$ cat config.mk
export PLATFORM = sky130hd
export DESIGN_NAME = debug_dump_scheduler
export DESIGN_NICKNAME = d
export VERILOG_FILES = /design/src/rtl/debug_dump_scheduler.sv
export SDC_FILE = /design/constraint.sdc
export NUM_CORES = 1
export LEC_CHECK = 0
export CAP_MARGIN = 20
export CORE_MARGIN = 2
export CORE_UTILIZATION = 50
export DETAILED_ROUTE_END_ITERATION = 10
export PLACE_DENSITY = 0.8
export SLEW_MARGIN = 30
export SYNTH_ARGS = -nofsm -noshare
export SYNTH_HDL_FRONTEND = slang
export SYNTH_SLANG_ARGS = --single-unit
export TNS_END_PERCENT = 50
$ cat constraint.sdc
create_clock -name clk -period 5.7 [get_ports clk]
set_clock_uncertainty 0.2 [all_clocks]
set_input_delay 1.425 -clock clk [delete_from_list [all_inputs] [get_ports clk]]
set_output_delay 1.425 -clock clk [all_outputs]
set_load 0.1 [all_outputs]
$ cat src/rtl/debug_dump_scheduler.sv
// Serialises the pipeline-latch debug snapshot onto the UART TX as framed bytes.
// Each enabled frame is sent as a header byte followed by its payload, MSB first.
module debug_dump_scheduler #(
    parameter int NB_DATA    = 8,
    parameter int NB_IF_ID   = 96,
    parameter int NB_ID_EX   = 160,
    parameter int NB_EX_MEM  = 32,
    parameter int NB_MEM_WB  = 64,
    parameter int NB_CONTROL = 16,
    parameter logic [NB_DATA-1:0] HDR_BASE = 8'hA0
) (
    input  logic                  clk,
    input  logic                  i_rst_n,
    input  logic                  i_dump_start,
    input  logic                  i_abort,
    input  logic [4:0]            i_frame_mask,
    input  logic [NB_IF_ID-1:0]   i_data_IF_ID,
    input  logic [NB_ID_EX-1:0]   i_data_ID_EX,
    input  logic [NB_EX_MEM-1:0]  i_data_EX_MEM,
    input  logic [NB_MEM_WB-1:0]  i_data_MEM_WB,
    input  logic [NB_CONTROL-1:0] i_data_CONTROL,
    input  logic                  i_txDone,
    output logic                  o_tx_start,
    output logic [NB_DATA-1:0]    o_data,
    output logic                  o_busy,
    output logic [2:0]            o_frame_idx,
    output logic                  o_dump_done,
    output logic                  o_aborted
);

    localparam int NB_A   = (NB_IF_ID > NB_ID_EX) ? NB_IF_ID : NB_ID_EX;
    localparam int NB_B   = (NB_EX_MEM > NB_MEM_WB) ? NB_EX_MEM : NB_MEM_WB;
    localparam int NB_C   = (NB_A > NB_B) ? NB_A : NB_B;
    localparam int NB_MAX = (NB_C > NB_CONTROL) ? NB_C : NB_CONTROL;
    localparam int CNT_W  = $clog2(NB_MAX / NB_DATA + 1);

    typedef enum logic [2:0] {
        IDLE,
        SELECT,
        SEND,
        WAIT,
        DONE
    } state_t;

    state_t                  state;
    logic [NB_IF_ID-1:0]     shadow_if_id;
    logic [NB_ID_EX-1:0]     shadow_id_ex;
    logic [NB_EX_MEM-1:0]    shadow_ex_mem;
    logic [NB_MEM_WB-1:0]    shadow_mem_wb;
    logic [NB_CONTROL-1:0]   shadow_control;
    logic [4:0]              mask_q;
    logic [2:0]              scan_idx;
    logic [CNT_W-1:0]        byte_cnt;
    logic [NB_MAX-1:0]       payload;

    logic                    found;
    logic [2:0]              found_idx;
    logic [NB_MAX-1:0]       sel_payload;
    logic [CNT_W-1:0]        sel_cnt;

    // Lowest enabled frame at or above the scan index; scan_idx may reach 5 = exhausted.
    always_comb begin
        found     = 1'b0;
        found_idx = 3'd0;
        for (int i = 4; i >= 0; i--) begin
            if (mask_q[i] && (3'(i) >= scan_idx)) begin
                found     = 1'b1;
                found_idx = 3'(i);
            end
        end
    end

    // Payload is left-aligned so the next byte is always the top slice of the shifter.
    always_comb begin
        sel_payload = '0;
        sel_cnt     = '0;
        case (found_idx)
            3'd0: begin
                sel_payload = NB_MAX'(shadow_if_id) << (NB_MAX - NB_IF_ID);
                sel_cnt     = CNT_W'(NB_IF_ID / NB_DATA);
            end
            3'd1: begin
                sel_payload = NB_MAX'(shadow_id_ex) << (NB_MAX - NB_ID_EX);
                sel_cnt     = CNT_W'(NB_ID_EX / NB_DATA);
            end
            3'd2: begin
                sel_payload = NB_MAX'(shadow_ex_mem) << (NB_MAX - NB_EX_MEM);
                sel_cnt     = CNT_W'(NB_EX_MEM / NB_DATA);
            end
            3'd3: begin
                sel_payload = NB_MAX'(shadow_mem_wb) << (NB_MAX - NB_MEM_WB);
                sel_cnt     = CNT_W'(NB_MEM_WB / NB_DATA);
            end
            default: begin
                sel_payload = NB_MAX'(shadow_control) << (NB_MAX - NB_CONTROL);
                sel_cnt     = CNT_W'(NB_CONTROL / NB_DATA);
            end
        endcase
    end

    always_ff @(posedge clk or negedge i_rst_n) begin
        if (!i_rst_n) begin
            state          <= IDLE;
            shadow_if_id   <= '0;
            shadow_id_ex   <= '0;
            shadow_ex_mem  <= '0;
            shadow_mem_wb  <= '0;
            shadow_control <= '0;
            mask_q         <= '0;
            scan_idx       <= '0;
            byte_cnt       <= '0;
            payload        <= '0;
            o_tx_start     <= 1'b0;
            o_data         <= '0;
            o_busy         <= 1'b0;
            o_frame_idx    <= '0;
            o_dump_done    <= 1'b0;
            o_aborted      <= 1'b0;
        end else begin
            o_tx_start  <= 1'b0;
            o_dump_done <= 1'b0;
            o_aborted   <= 1'b0;
            if (state != IDLE && i_abort) begin
                // Abort takes priority over txDone; an in-flight byte simply finishes on the line.
                state     <= IDLE;
                o_busy    <= 1'b0;
                o_aborted <= 1'b1;
            end else begin
                case (state)
                    IDLE: begin
                        if (i_dump_start) begin
                            shadow_if_id   <= i_data_IF_ID;
                            shadow_id_ex   <= i_data_ID_EX;
                            shadow_ex_mem  <= i_data_EX_MEM;
                            shadow_mem_wb  <= i_data_MEM_WB;
                            shadow_control <= i_data_CONTROL;
                            mask_q         <= i_frame_mask;
                            scan_idx       <= '0;
                            o_frame_idx    <= '0;
                            o_busy         <= 1'b1;
                            state          <= SELECT;
                        end
                    end
                    SELECT: begin
                        if (found) begin
                            o_frame_idx <= found_idx;
                            o_data      <= HDR_BASE | NB_DATA'(found_idx);
                            byte_cnt    <= sel_cnt;
                            payload     <= sel_payload;
                            o_tx_start  <= 1'b1;
                            state       <= SEND;
                        end else begin
                            o_dump_done <= 1'b1;
                            state       <= DONE;
                        end
                    end
                    SEND: begin
                        state <= WAIT;
                    end
                    WAIT: begin
                        if (i_txDone) begin
                            if (byte_cnt != '0) begin
                                o_data     <= payload[NB_MAX-1 -: NB_DATA];
                                payload    <= payload << NB_DATA;
                                byte_cnt   <= byte_cnt - 1'b1;
                                o_tx_start <= 1'b1;
                                state      <= SEND;
                            end else begin
                                scan_idx <= o_frame_idx + 3'd1;
                                state    <= SELECT;
                            end
                        end
                    end
                    DONE: begin
                        o_busy <= 1'b0;
                        state  <= IDLE;
                    end
                    default: begin
                        o_busy <= 1'b0;
                        state  <= IDLE;
                    end
                endcase
            end
        end
    end

endmodule
; Yosys cells after proc, flatten, opt, wreduce, memory -nomap -nowiden
; Cells that the tools add are included.
[op_classes]
n_mul = 0
bitwise = 1
shifts = 0
eq_ne = 14
muxes = 48
div_mod_pow = 0
order_cmp = 5
add_sub_neg = 2
reduce_logical = 20
[op_table]
columns = cell, count
row1 = $pmux W160 S4, 1
row2 = $mux W160, 3
row3 = $pmux W160 S2, 1
row4 = $mux W3, 13
row5 = $mux W8, 3
row6 = $pmux W5 S4, 1
row7 = $pmux W8 S2, 1
row8 = $mux W1, 15
row9 = $mux W5, 3
row10 = $eq A3 B2 Y1 const B, 4
row11 = $pmux W3 S2, 2
row12 = $pmux W3 S4, 1
row13 = $ne A2 B2 Y1 const B, 5
row14 = $pmux W5 S2, 1
row15 = $reduce_and A5 Y1, 2
row16 = $eq A3 B1 Y1 const B, 2
row17 = $ge A1 B3 Y1 const A, 2
row18 = $ge A2 B3 Y1 const A, 2
row19 = $logic_and A1 B1 Y1, 6
row20 = $logic_not A3 Y1, 2
row21 = $ne A3 B3 Y1 const B, 2
row22 = $reduce_bool A2 Y1, 3
row23 = $reduce_bool A5 Y1, 1
row24 = $sub A5 B1 Y5 const B, 1
row25 = other kinds (11), 13
[word_totals]
ff_bits = 559
memories = 0
input_bits = 378
latchBits = 0
elab_cells = 106
out_inout_bits = 15
mem_bits_rw = 0
rom_bits = 0

; Longest topological paths before layout
; Gate-level depths: netlist of run 1.
[depth]
depth_word = 11
ltp_mapped = 11
mapped_depth_nobuf = 8

; Worst setup path before layout of run 1
; No wires, ideal clock.
[synth_path]
path_type = input-to-reg
start = in i_abort
end = reg byte_cnt[2]
cell_stages = 6
setup_ps = 122
path_buffers = 2
arrival_time_ps = 2663
setup_slack_ps = 2715
t_required_ps = 5378
cell_sequence = or3_1 > a31oi_2 > buf_2 > buf_2 > o22ai_1 > a32o_1
[synth_via]
elab_chain_cells = 3
[synth_lines]
columns = element, line_no
row1 = from (decl), 15  ; input logic i_abort,
row2 = $logic_and A1 B1 Y1, 123  ; if (state != IDLE && i_abort) begin
row3 = $not A1 Y1 (no source line), --
row4 = $reduce_and A5 Y1 (no source line), --
row5 = to (signal assigned), 148  ; byte_cnt <= sel_cnt;
row6 = to (signal assigned), 165  ; byte_cnt <= byte_cnt - 1'b1;
row7 = to (decl), 53  ; logic [CNT_W-1:0] byte_cnt;
; Every way passes these cells.
; A chain may end at the register's enable or synchronous reset.

; Worst setup path after layout of run 1
[layout_path]
start = reg o_frame_idx[1]
end = out o_frame_idx[1]
[layout_rtl]
columns = element, line_no
row1 = from (decl), 26  ; output logic [2:0] o_frame_idx,
row2 = from (signal assigned), 146  ; o_frame_idx <= found_idx;
; No word-level cell between the ends.

==> results by group, run 1 <==
Timing
  – Slew Limit Fails: 0
  – RSZ-0062 raised after global routing: no
  – Fmax: 256 MHz
  – Final setup TNS: 0 ns
  – Fin crit share: 68.4%
  – Slew headroom: about 29%
  – Final setup vio count: 0
  – Final hold slack: 0.285 ns
  – Post-route minimum period: ~3.9 ns
  – Hold Vio Cnt, Final: 0
  – Worst-Margin Slew: 1.06 ns

Floorplan
  – Die Ht: 225 um
  – Core Region: just under 50,000 um^2
  – Die area: about 51,000 um^2
  – Site Rows: 81
  – Die width: 225 um
  – Starting Density: around half
  – Io pins: roughly 400

Clock tree
  – Htree depth: 2
  – Post-CTS Setup Inserts: 0
  – CTS Hold Buffers Added: 0
  – Clock transition at path regs: 0.06 ns
  – Worst skew pair latency: approximately 0.60 ns
  – CTS root buf: clkbuf_16
  – Clock Sinks: 559
  – Inserted Clock Buffers: 57
  – CTS resizes: 0
  – Clock Tree Buf Depth: 3
  – CTS tree: built

GRT
  – GRT Max-Usage Layer: met2
  – Global Route Usage Sum: 27.7%
  – Vias in the first global route: approximately 19,000
  – First-pass GRT wire length: 109 mm
  – M3 GR Usage: around 5%
  – Met2 Use GR: 43.3%
  – Grt ovf: 0
  – Initial antenna violation count: 14
  – Largest net degree at the start of global routing: between 100 and 150
  – GRT met1 Usage: roughly 37%

Place
  – Post-DP HPWL: about 47 mm
  – IO buf count: 392
  – Gpl congestion: around 0.8

Drt
  – Vias: 18,700
  – Vias per inst: between 6 and 7
  – Initial DRC count: 2,018
  – DRT Pass-1 Iters: 8
  – Remaining design rule violation count: 0
  – Post-Route WL: about 71 mm
  – Avg WL per Cell: 23.9 um
  – Antenna viol nets, final: 0

Yosys
  – Unique masters post-synth: 58
  – Main synth FF type: dfrtp_1
  – Post-synthesis sequential area ratio: 57.2%
  – Async S/R FF share, synth: 100%
  – Synthesis-stage register bit count: ~560
  – Post-synth EDFFs: 0
  – Mapped Cells: approximately 2,000
  – Avg Cell Area, Syn: around 12 um^2
  – Post-Syn Nets: between 2,000 and 2,500
  – Mapped Area: ~24,000 um^2
  – Synth Warn #: 0

Power
  – PwrDens: roughly 600 nW/um^2
  – Leakage: about 12 nW
  – Worst vdd ir: between 0.3 and 0.4 mV

Final layout
  – Register area: roughly 14,000 um^2
  – Area delta synth->final: 25.9%
  – Commonest non-fill, non-tap cell in the layout: dfrtp_1
  – Most frequent cells in the layout: dfrtp_1 (558), clkdlybuf4s50_1 (382), mux2_2 (355), nand2_1 (183), nand3_1 (159)
  – Area of the multi-input gates: slightly below 10,000 um^2
  – Net count of the finished layout: 2,684
  – Layout cell share with drive strength beyond 1: 22.6%
  – Filler Cell Count: 3,670

Worst setup path
  – Critical Path RT: between 4 and 5 ns
  – Reg-to-reg endpoint: payload[100]
  – Worst setup endpoint: o_frame_idx[1]
  – CP bufs+invs: 1
  – Crit end category: output pin
  – Reg2Reg Depth: 6
  – Crit-path cells: clkdlybuf4s50_1
  – Cell family with most CP delay: buffers and inverters
  – FF-to-FF setup slack: 2.17 ns
  – Slowest CP cell: clkdlybuf4s50_1
  – Max stage delay on crit path: 1.23 ns
  – Crit Path Category: reg -> out
  – CP Max Fanout: 3
  – WP depth: 1
  – Crit. Startpoint: o_frame_idx[1]
  – CP Launch Type: flop
  – Worst EP arrival: roughly 2.3 ns
  – R2r startpoint: scan_idx[0]

Job
  – Max Cap Viol: 0

Hold path
  – Tightest Hold Check Type: reg -> reg

Outcome
  – Outcome: complete, no violations
## power breakdown
group          switching, W  internal [W]  total [W]
logic               0.00412       0.00315    0.00728
clock network       0.00157       0.00240    0.00397
registers           0.00123       0.00593    0.00717
total               0.00693        0.0115     0.0184
## sequential cells by signal, indices dropped and copies added, names as in the netlist, 5 cells and up
name            cells
byte_cnt            5
shadow_if_id       96
shadow_id_ex      160
shadow_ex_mem      32
o_data              8
mask_q              5
shadow_mem_wb      64
payload           160
shadow_control     16
## worst min-delay path by stage
stage	cells past startpoint	endpoint	startpoint	slack, ns
global placement	1	payload[5]	shadow_id_ex[5]	0.28
floorplan	1	payload[0]	shadow_id_ex[0]	0.26
detailed placement	1	payload[5]	shadow_id_ex[5]	0.28
finish	1	payload[5]	shadow_id_ex[5]	0.29
global route	1	shadow_ex_mem[0]	shadow_ex_mem[0]	0.31
CTS	1	payload[5]	shadow_id_ex[5]	0.29
## layout make-up
| cell class | count | area share, % |
|---|---|---|
| Multi-Input combinational cell | 1236 | 31.2 |
| Inverter | 24 | 0.293 |
| Clock inverter | 19 | 0.890 |
| Timing Repair Buffer | 426 | 13.9 |
| Antenna cell | 11 | 0.0894 |
| Tap cell | 622 | 2.53 |
| Clock buffer | 87 | 5.62 |
| Sequential cell | 559 | 45.4 |
## per-layer routing
layer,part of all wire (%),wire length [um],up-vias
met5,0.049,35,-
met4,4.4,3150,6
met3,7.0,4990,183
met2,48,34100,846
met1,41,29200,9510
li1,-,-,8118
## synthesized netlist by cell type (2+ instances only)
cell	instances	area share (%)
a222oi_1	32	1.3
o22ai_1	2	0.051
nor2_1	10	0.15
clkbuf_1	84	1.3
buf_1	4	0.061
nand3_1	160	3.3
a31oi_2	2	0.10
dfrtp_1	559	57
inv_1	24	0.37
o21ai_2	2	0.072
ha_1	2	0.10
a22o_1	10	0.36
o221ai_1	97	3.5
mux2i_1	2	0.082
nor2b_1	4	0.10
mux2_2	355	16
a22oi_1	66	2.0
o41ai_1	2	0.072
o21ai_0	34	0.70
nand2_1	183	2.8
buf_2	84	1.7
a221oi_1	16	0.57
o31ai_1	4	0.12
nor3_1	84	1.7
nand2b_1	6	0.15
or3_1	18	0.46
a2111oi_2	16	0.98
nor3b_1	2	0.061
a311oi_1	16	0.57
a21oi_1	8	0.16
o21ba_2	2	0.082
and2_1	18	0.46
a31oi_1	59	1.5
buf_4	19	0.58
## logic make-up (layout without fill, tap and decap cells)
logic type,after synthesis,count (layout),share of synthesized area [%]
AOI/OAI and AO/OA,384,384,12.8
xor gates and xnor gates,1,1,0.0358
adders and majority gates,2,2,0.102
buffers and inverters,215,556,4.02
DFF,559,559,57.2
muxes,357,357,16.4
other,0,11,0
and+or+nand+nor,492,492,9.43
## metrics by stage
stage / instance area (um^2) / std cells / util (%) / setup WS [ns] / total power, W
detailed placement: 28700 / 2866 / 59.0 / 1.40 / 0.0143
floorplan: 24500 / 2010 / - / 2.71 / 0.0120
global placement: 28700 / 2865 / 59.1 / 1.49 / 0.0140
finish: 30800 / 2984 / 63.3 / 1.80 / 0.0184
global route: 30800 / 2984 / 63.3 / 1.76 / 0.0194
CTS: 30700 / 2972 / 63.2 / 1.71 / 0.0184
Note: power is estimated with default switching activity, not from simulation.
==> run 2, diff against run 1 <==
CORE_UTILIZATION = 49   (was 50)
PLACE_DENSITY = 0.82   (was 0.8)
clock period = 3.4 ns   (was 5.7 ns; I/O delays follow)
==> results by group, run 2 (same netlist as run 1, synthesis figures left out) <==
Timing
  – Post-route minimum period: 3.25 ns
  – Final setup TNS: 0 ns
  – Fmax: a little over 300 MHz
  – Slew Limit Fails: 0
  – Slew headroom: a little under two fifths
  – Worst-Margin Slew: 0.927 ns
  – Final hold slack: roughly 0.059 ns
  – PnR worst setup slack: around 0.15 ns
  – Hold Vio Cnt, Final: 0
  – RSZ-0062 raised after global routing: no
  – Final setup vio count: 0
  – Fin crit share: 95.6%

Worst setup path
  – CP Launch Type: flop
  – Crit end category: flop
  – Reg2Reg Depth: 7
  – Slowest CP cell: buf_4
  – Max stage delay on crit path: between 0.6 and 0.7 ns
  – CP Max Fanout: 64
  – Crit-path cells: nand3_1 -> a311o_1 -> a31oi_4 -> buf_12 -> buf_4 -> o211a_1 -> a22o_1
  – Crit Path Category: reg -> reg
  – Critical Path RT: 3.74 ns
  – Worst EP arrival: ~3.6 ns

Hold path
  – Tightest Hold Check Type: in -> async

GRT
  – Grt ovf: 0
  – GRT met1 Usage: roughly 37%
  – Vias in the first global route: around 19,000
  – Met2 Use GR: between 40% and 50%
  – Initial antenna violation count: 12
  – M3 GR Usage: 4.56%
  – Global Route Usage Sum: between 20% and 30%
  – Largest net degree at the start of global routing: 99
  – GRT Max-Usage Layer: met2
  – First-pass GRT wire length: 109 mm

Drt
  – Vias: 18,800
  – Initial DRC count: a little over 2,000
  – Vias per inst: around 6
  – Post-Route WL: about 70 mm
  – DRT Pass-1 Iters: 10
  – Antenna viol nets, final: 0
  – Remaining design rule violation count: 0
  – Avg WL per Cell: approximately 23 um

Clock tree
  – CTS Hold Buffers Added: 0
  – Clock transition at path regs: ~0.070 ns
  – Post-CTS Setup Inserts: 0
  – Htree depth: 2
  – Inserted Clock Buffers: a little under 60
  – CTS tree: built
  – CTS root buf: clkbuf_16
  – Clock Tree Buf Depth: 3
  – Clock Sinks: approximately 560
  – CTS resizes: 0
  – Worst skew pair latency: around 0.62 ns

Final layout
  – Layout cell share with drive strength beyond 1: around 24%
  – Commonest non-fill, non-tap cell in the layout: dfrtp_1
  – Filler Cell Count: 3,621
  – Fin area: about 31,000 um^2
  – Area delta synth->final: 28.1%
  – Register area: approximately 14,000 um^2
  – Area of the multi-input gates: 9580 um^2
  – Largest regs: payload x160, shadow_id_ex x160, shadow_if_id x96
  – Net count of the finished layout: 2,720
  – Most frequent cells in the layout: dfrtp_1 (559), clkdlybuf4s50_1 (376), mux2_2 (355), nand2_1 (183), nand3_1 (159)

Floorplan
  – Starting Density: around 50%
  – Io pins: roughly 390
  – Core Region: 49,200 um^2
  – Die width: about 230 um
  – Die area: between 50,000 and 60,000 um^2
  – Die Ht: 227 um
  – Site Rows: 81

Power
  – Worst vdd ir: slightly above 0.9 mV
  – PwrDens: just under 1000 nW/um^2
  – Leakage: 12.6 nW
  – Final Power: slightly above 0.03 W

Place
  – Pre-CTS WS: 0.0258 ns
  – Post-DP HPWL: a little under 50 mm
  – IO buf count: approximately 390
  – Placed cell area: between 20,000 and 30,000 um^2
  – Gpl congestion: roughly 0.85

Outcome
  – Outcome: complete, no violations

Job
  – Max Cap Viol: 0
run 2: routing by layer:
| metal | share of wire (%) | vias up |
|---|---|---|
| met5 | 0.018 | - |
| met4 | 3.8 | 2 |
| met3 | 7.3 | 167 |
| met2 | 48 | 865 |
| met1 | 41 | 9519 |
| li1 | - | 8209 |
run 2: per-stage QoR:
stage	std cells	util [%]
6_report	3063	63.7
5_1_grt	3060	63.7
4_1_cts	3053	63.7
3_5_place_dp	2944	59.5
3_3_place_gp	2943	59.4
2_1_floorplan	2010	-
run 2: final timing paths:
check                                start               end  slack (ns)
max                            scan_idx[0]        payload[4]        0.15
min reg2reg                shadow_id_ex[6]        payload[6]        0.29
max in group asynchronous          i_rst_n  shadow_if_id[18]        2.02
max reg2reg                    scan_idx[0]        payload[4]        0.15
min in group clk           shadow_id_ex[6]        payload[6]        0.29
min                                i_rst_n       payload[14]        0.06
run 2: worst max-delay path, delay by kind of cell (launching register included):
kind / cells / cell delay [ns]
compound gates: 4 / 1.30
flops: 1 / 0.57
buf+inv: 2 / 0.88
simple gates: 1 / 0.19
run 2: final cells by class:
| type | instances | share of cell area [%] |
|---|---|---|
| Inverter | 24 | 0.288 |
| Multi-Input combinational cell | 1236 | 30.6 |
| Clock inverter | 28 | 1.22 |
| Clock buffer | 81 | 5.42 |
| Antenna cell | 10 | 0.0799 |
| Tap cell | 664 | 2.65 |
| Sequential cell | 559 | 44.6 |
| Timing Repair Buffer | 461 | 15.1 |
run 2: power breakdown:
group          internal (W)  total (W)  switching, W
combinational       0.00547     0.0124       0.00689
sequential          0.00995     0.0120       0.00204
clock               0.00411    0.00682       0.00271
total                0.0195     0.0312        0.0116
